**src/rtl/clkgate_pwrdn_ctrl.sv**
```systemverilog
// Idle-driven clock gating for a gated domain: registered enable, negedge enable latch and AND gate.
// Gates after an idle interval; on wake, clk_gated runs for WAKE_CYCLES before acking wake requesters.
module clkgate_pwrdn_ctrl #(
  parameter int NREQ        = 4,
  parameter int IDLE_CYCLES = 4,
  parameter int WAKE_CYCLES = 2,
  parameter int CNT_W       = 16
) (
  input  logic             clk,
  input  logic             reset_l,
  input  logic             pd_enable,
  input  logic [NREQ-1:0]  busy,
  input  logic [NREQ-1:0]  wake_req,
  input  logic             cnt_clr,
  output logic             clk_gated,
  output logic             gate_en,
  output logic             gated,
  output logic [NREQ-1:0]  wake_ack,
  output logic [CNT_W-1:0] gated_cycles
);

  typedef enum logic [1:0] {RUN, IDLE_WAIT, GATED, WAKE} state_t;

  localparam logic [7:0] IDLE_LOAD = 8'(IDLE_CYCLES - 1);
  localparam logic [7:0] WAKE_LOAD = 8'(WAKE_CYCLES - 1);

  state_t            state_q, state_d;
  logic [7:0]        idle_cnt_q, idle_cnt_d;
  logic [7:0]        wake_cnt_q, wake_cnt_d;
  logic              en_r_q, en_r_d;
  logic              gated_q, gated_d;
  logic              en_lat_q;
  logic [NREQ-1:0]   wake_pend_q, wake_pend_d;
  logic [NREQ-1:0]   wake_ack_q, wake_ack_d;
  logic [CNT_W-1:0]  cnt_q, cnt_d;
  logic              activity;

  assign activity = !pd_enable || (|busy) || (|wake_req);

  always_comb begin
    state_d     = state_q;
    idle_cnt_d  = idle_cnt_q;
    wake_cnt_d  = wake_cnt_q;
    en_r_d      = en_r_q;
    gated_d     = gated_q;
    wake_pend_d = wake_pend_q;
    wake_ack_d  = '0;
    case (state_q)
      RUN: begin
        if (!activity) begin
          state_d    = IDLE_WAIT;
          idle_cnt_d = IDLE_LOAD;
        end
      end
      IDLE_WAIT: begin
        // Any activity aborts, even on the cycle the countdown would expire.
        if (activity) begin
          state_d = RUN;
        end else if (idle_cnt_q == 8'd0) begin
          state_d = GATED;
          en_r_d  = 1'b0;
          gated_d = 1'b1;
        end else begin
          idle_cnt_d = idle_cnt_q - 8'd1;
        end
      end
      GATED: begin
        if (activity) begin
          state_d     = WAKE;
          en_r_d      = 1'b1;
          gated_d     = 1'b0;
          wake_cnt_d  = WAKE_LOAD;
          wake_pend_d = wake_pend_q | wake_req;
        end
      end
      WAKE: begin
        // Requesters seen on any WAKE cycle, including the last, join the ack.
        if (wake_cnt_q == 8'd0) begin
          state_d     = RUN;
          wake_ack_d  = wake_pend_q | wake_req;
          wake_pend_d = '0;
        end else begin
          wake_cnt_d  = wake_cnt_q - 8'd1;
          wake_pend_d = wake_pend_q | wake_req;
        end
      end
      default: begin
        state_d = RUN;
      end
    endcase
  end

  always_comb begin
    cnt_d = cnt_q;
    if (cnt_clr) begin
      cnt_d = '0;
    end else if (!en_lat_q && (cnt_q != {CNT_W{1'b1}})) begin
      cnt_d = cnt_q + 1'b1;
    end
  end

  always_ff @(posedge clk or negedge reset_l) begin
    if (!reset_l) begin
      state_q     <= RUN;
      idle_cnt_q  <= '0;
      wake_cnt_q  <= '0;
      en_r_q      <= 1'b1;
      gated_q     <= 1'b0;
      wake_pend_q <= '0;
      wake_ack_q  <= '0;
      cnt_q       <= '0;
    end else begin
      state_q     <= state_d;
      idle_cnt_q  <= idle_cnt_d;
      wake_cnt_q  <= wake_cnt_d;
      en_r_q      <= en_r_d;
      gated_q     <= gated_d;
      wake_pend_q <= wake_pend_d;
      wake_ack_q  <= wake_ack_d;
      cnt_q       <= cnt_d;
    end
  end

  // Enable only changes while clk is low, so the AND below cannot glitch.
  always_ff @(negedge clk or negedge reset_l) begin
    if (!reset_l) begin
      en_lat_q <= 1'b1;
    end else begin
      en_lat_q <= en_r_q;
    end
  end

  assign clk_gated    = clk & en_lat_q;
  assign gate_en      = en_r_q;
  assign gated        = gated_q;
  assign wake_ack     = wake_ack_q;
  assign gated_cycles = cnt_q;

endmodule

```
**config.mk**
```make
export PLATFORM = sky130hd
export DESIGN_NAME = clkgate_pwrdn_ctrl
export DESIGN_NICKNAME = d
export VERILOG_FILES = /design/src/rtl/clkgate_pwrdn_ctrl.sv
export SDC_FILE = /design/constraint.sdc
export NUM_CORES = 1
export LEC_CHECK = 0
export ABC_AREA = 1
export CELL_PAD_IN_SITES_DETAIL_PLACEMENT = 1
export CELL_PAD_IN_SITES_GLOBAL_PLACEMENT = 1
export CORE_MARGIN = 4
export CORE_UTILIZATION = 40
export DETAILED_ROUTE_END_ITERATION = 8
export PLACE_DENSITY = 0.79
export SLEW_MARGIN = 10
export SYNTH_ARGS = -nofsm -noshare
export SYNTH_HDL_FRONTEND = slang
export SYNTH_SLANG_ARGS = --single-unit
```
**constraint.sdc**
```tcl
create_clock -name clk -period 1.9 [get_ports clk]
set_input_delay 0.19 -clock clk [delete_from_list [all_inputs] [get_ports clk]]
set_output_delay 0.19 -clock clk [all_outputs]
set_load 0.03 [all_outputs]
```
==> flow_summary.ini <==
[synthesis]
synth_compound_area_share_pct = 6.547
yosys.area.top_type_share_pct = 40.51
yosys.area_share.adder_pct = 1.884
synthXorXnorAreaFrac_pct = 5.276
synth_warnings = 0
synth.ff_latch_count = 45
yosysSeqAreaShare_pct = 42.49
synth_ff_type = dfrtp_1
synth_area_leaders = dfrtp_1, nand2_1, nor2_1
syn_area_um2 = 2656
yosys-mux-area-fraction_pct = 0
synth_top_family_by_area = simple AND/OR/NAND/NOR gates
synthArstFlopShare_pct = 100.0
synth_top_area_cell = dfrtp_1
netlist_instances = 365
synth_edf_count = 0
synth.distinct_cells = 28
syn_nets = 381
synth.avg_cell_area_um2 = 7.278
synth_simple_gate_area_share_pct = 36.98

[power]
p_leak_nw = 1.654
power_density_nw_per_um2 = 549.0
power.internal_mw = 1.396
power.share.clock_pct = 42.1
switching_share_pct = 25.03
net-switching-power_mw = 0.4658
p_seq_share_pct = 52.2
finalPower_mw = 1.862
ir_drop_mv = 0.2763
combPwrFrac_pct = 5.7

[floorplan]
fp.dieH_um = 89.49
rows = 29
core_area_um2 = 6386
dieArea_um2 = 8008
io_pins = 35
dieWidth_um = 89.49
initial_utilization_pct = 41.59

[finish]
antenna_cells = 0
layout_commonest_cell = nand2_1
drive_gt1_share_pct = 13.48
layout_common_cells = nand2_1, nor2_1, dfrtp_1, inv_1, clkdlybuf4s50_1
fin_nets = 438
area_growth_pct = 27.65
fin_cells = 500
final_util_pct = 53.10

[detailed_routing]
ant_nets = 0
drt_iter0_markers = 84
num_vias = 2536
vias_per_cell = 5.072
postRouteWirelength_um = 7335
drc = 0
avgRoutedWirePerCell_um = 14.67
first_pass_iters = 4

[worst_setup_path]
cp_cell_sequence = nand2_2 -> inv_2 -> buf_6
end_kind = output port
cp-start-kind = flip-flop
critPathSlowestCell = dfstp_2
crit_arrival_ns = 2.18
cp.required_ns = 1.71
cp_max_fo = 2
critical_path.max_stage_delay_ns = 0.53
worstSetupPathType = flip-flop to output port

[timing]
drv_slew = 0
rsz0062_at_grt = yes
holdWs_ns = 0.3624
setup_violations = 18
worstMarginPinSlew_ns = 0.5820
relSlewSlack_pct = 61.20
hold_viol_final = 0
skew_ns = 0.07272
layout_setup_ws_ns = -0.4699

[place]
dp_hpwl_um = 5231
place_inst = 481
port_buffers = 34
place.gp.congestion = 0.8398

[run]
cap_viol_max_count = 0

[global_route]
antenna_found_initial = 0
grt_pass1_vias = 2757
grt_use_total_pct = 20.56
overflow = 0
grt_pass1_wl_um = 12610
grt_start_max_net_pins = 45

[worst_hold_path]
worstHoldPathType = input port to flip-flop

[status]
status = finished, violations left
violations = setup timing

[clock_tree]
cts_tree = yes
clk-insertion-delay-late_ns = 0.48
clk_pin_slew_ns = 0.09
## Yosys cell counts (2+ instances only)
master and number:
nand4_1 9, o21ai_1 2, nand2_4 2, nor2_4 3, o21bai_1 5, buf_6 2, a21oi_1 8, dfstp_2 2
nand3_1 26, nor2_1 66, nand2_1 113, nand2_2 3, xnor2_1 3, ha_1 4, inv_1 40, dfrtp_1 43
o21ai_0 11, xor2_1 13
## logic make-up after synthesis
| group | Yosys count |
|---|---|
| adder cells (fa/ha/maj) | 4 |
| flip-flops | 45 |
| AO/OA/AOI/OAI | 29 |
| AND/OR/NAND/NOR | 227 |
| XOR/XNOR | 16 |
| buffers and inverters | 44 |
## critical path, delay by kind of cell, from the launching register on
family	cells	cell delay, ns
AND/OR/NAND/NOR	1	0.06
flip-flops	1	0.53
buffers and inverters	2	0.17
## registers in the layout, indices dropped and copies added, names as in the netlist, named ones only
name,flops
gated_cycles,16
idle_cnt_q,8
wake_cnt_q,8
wake_ack,4
wake_pend_q,4
en_lat_q,1
gate_en,1
gated,1
state_q,1
## metal layers
metal / routed length (µm) / global-route usage [%]
met1: 3154 / 24.70
met2: 3740 / 36.10
met3: 330 / 4.793
met4: 111 / 6.766
met5: 0 / 0
## path summary, 6_finish.rpt
| check | start | to | slack [ns] | cells past startpoint |
|---|---|---|---|---|
| setup / recovery | en_lat_q | clk_gated | -0.47 | 3 |
| hold / removal | wake_req[2] | wake_pend_q[2] | 0.36 | 3 |
| setup reg to reg | en_lat_q | gated_cycles[14] | -0.42 | 7 |
| hold reg to reg | gated | gated | 0.52 | 2 |
| max in group asynchronous | reset_l | en_lat_q | 0.70 | 2 |
| min in group asynchronous | reset_l | gated_cycles[9] | 0.47 | 3 |
## power by group through the flow
| stage | clock network, mW | logic [mW] | registers (mW) |
|---|---|---|---|
| floorplan | 0.00659 | 0.0244 | 0.999 |
| global placement | 0.00659 | 0.102 | 0.990 |
| detailed placement | 0.00659 | 0.104 | 0.990 |
| CTS | 0.807 | 0.109 | 0.971 |
| global route | 0.853 | 0.118 | 0.972 |
| finish | 0.784 | 0.106 | 0.971 |
## layout make-up
type                            instances  area [µm²]
Fill cell                             823        2995
Inverter                               39       150.1
Tap cell                               77       96.34
Timing Repair Buffer                   48       469.2
Clock inverter                          5       25.02
Multi-Input combinational cell        277        1400
Sequential cell                        45        1129
Clock buffer                            9       121.4
## timing repair
| item | CTS | global route |
|---|---|---|
| hold buffers | 1 | 0 |
| resized for setup | 24 | 10 |
| pin swaps | 7 | 4 |
| endpoints found under the hold margin | 43 | 0 |
| cloned | 2 | 0 |
| setup endpoints to repair | 18 | 24 |
| buffers inserted | 6 | 1 |
## per-stage QoR
stage / instance area (µm²) / setup slack (ns) / setup TNS [ns]
2_1_floorplan: 2656 / -0.03997 / -0.4343
3_3_place_gp: 3120 / -0.4773 / -3.072
3_5_place_dp: 3120 / -0.4821 / -3.340
4_1_cts: 3363 / -0.4849 / -5.967
5_1_grt: 3391 / -0.5230 / -6.995
6_report: 3391 / -0.4699 / -5.938
Note: power is estimated with default switching activity, not from simulation.
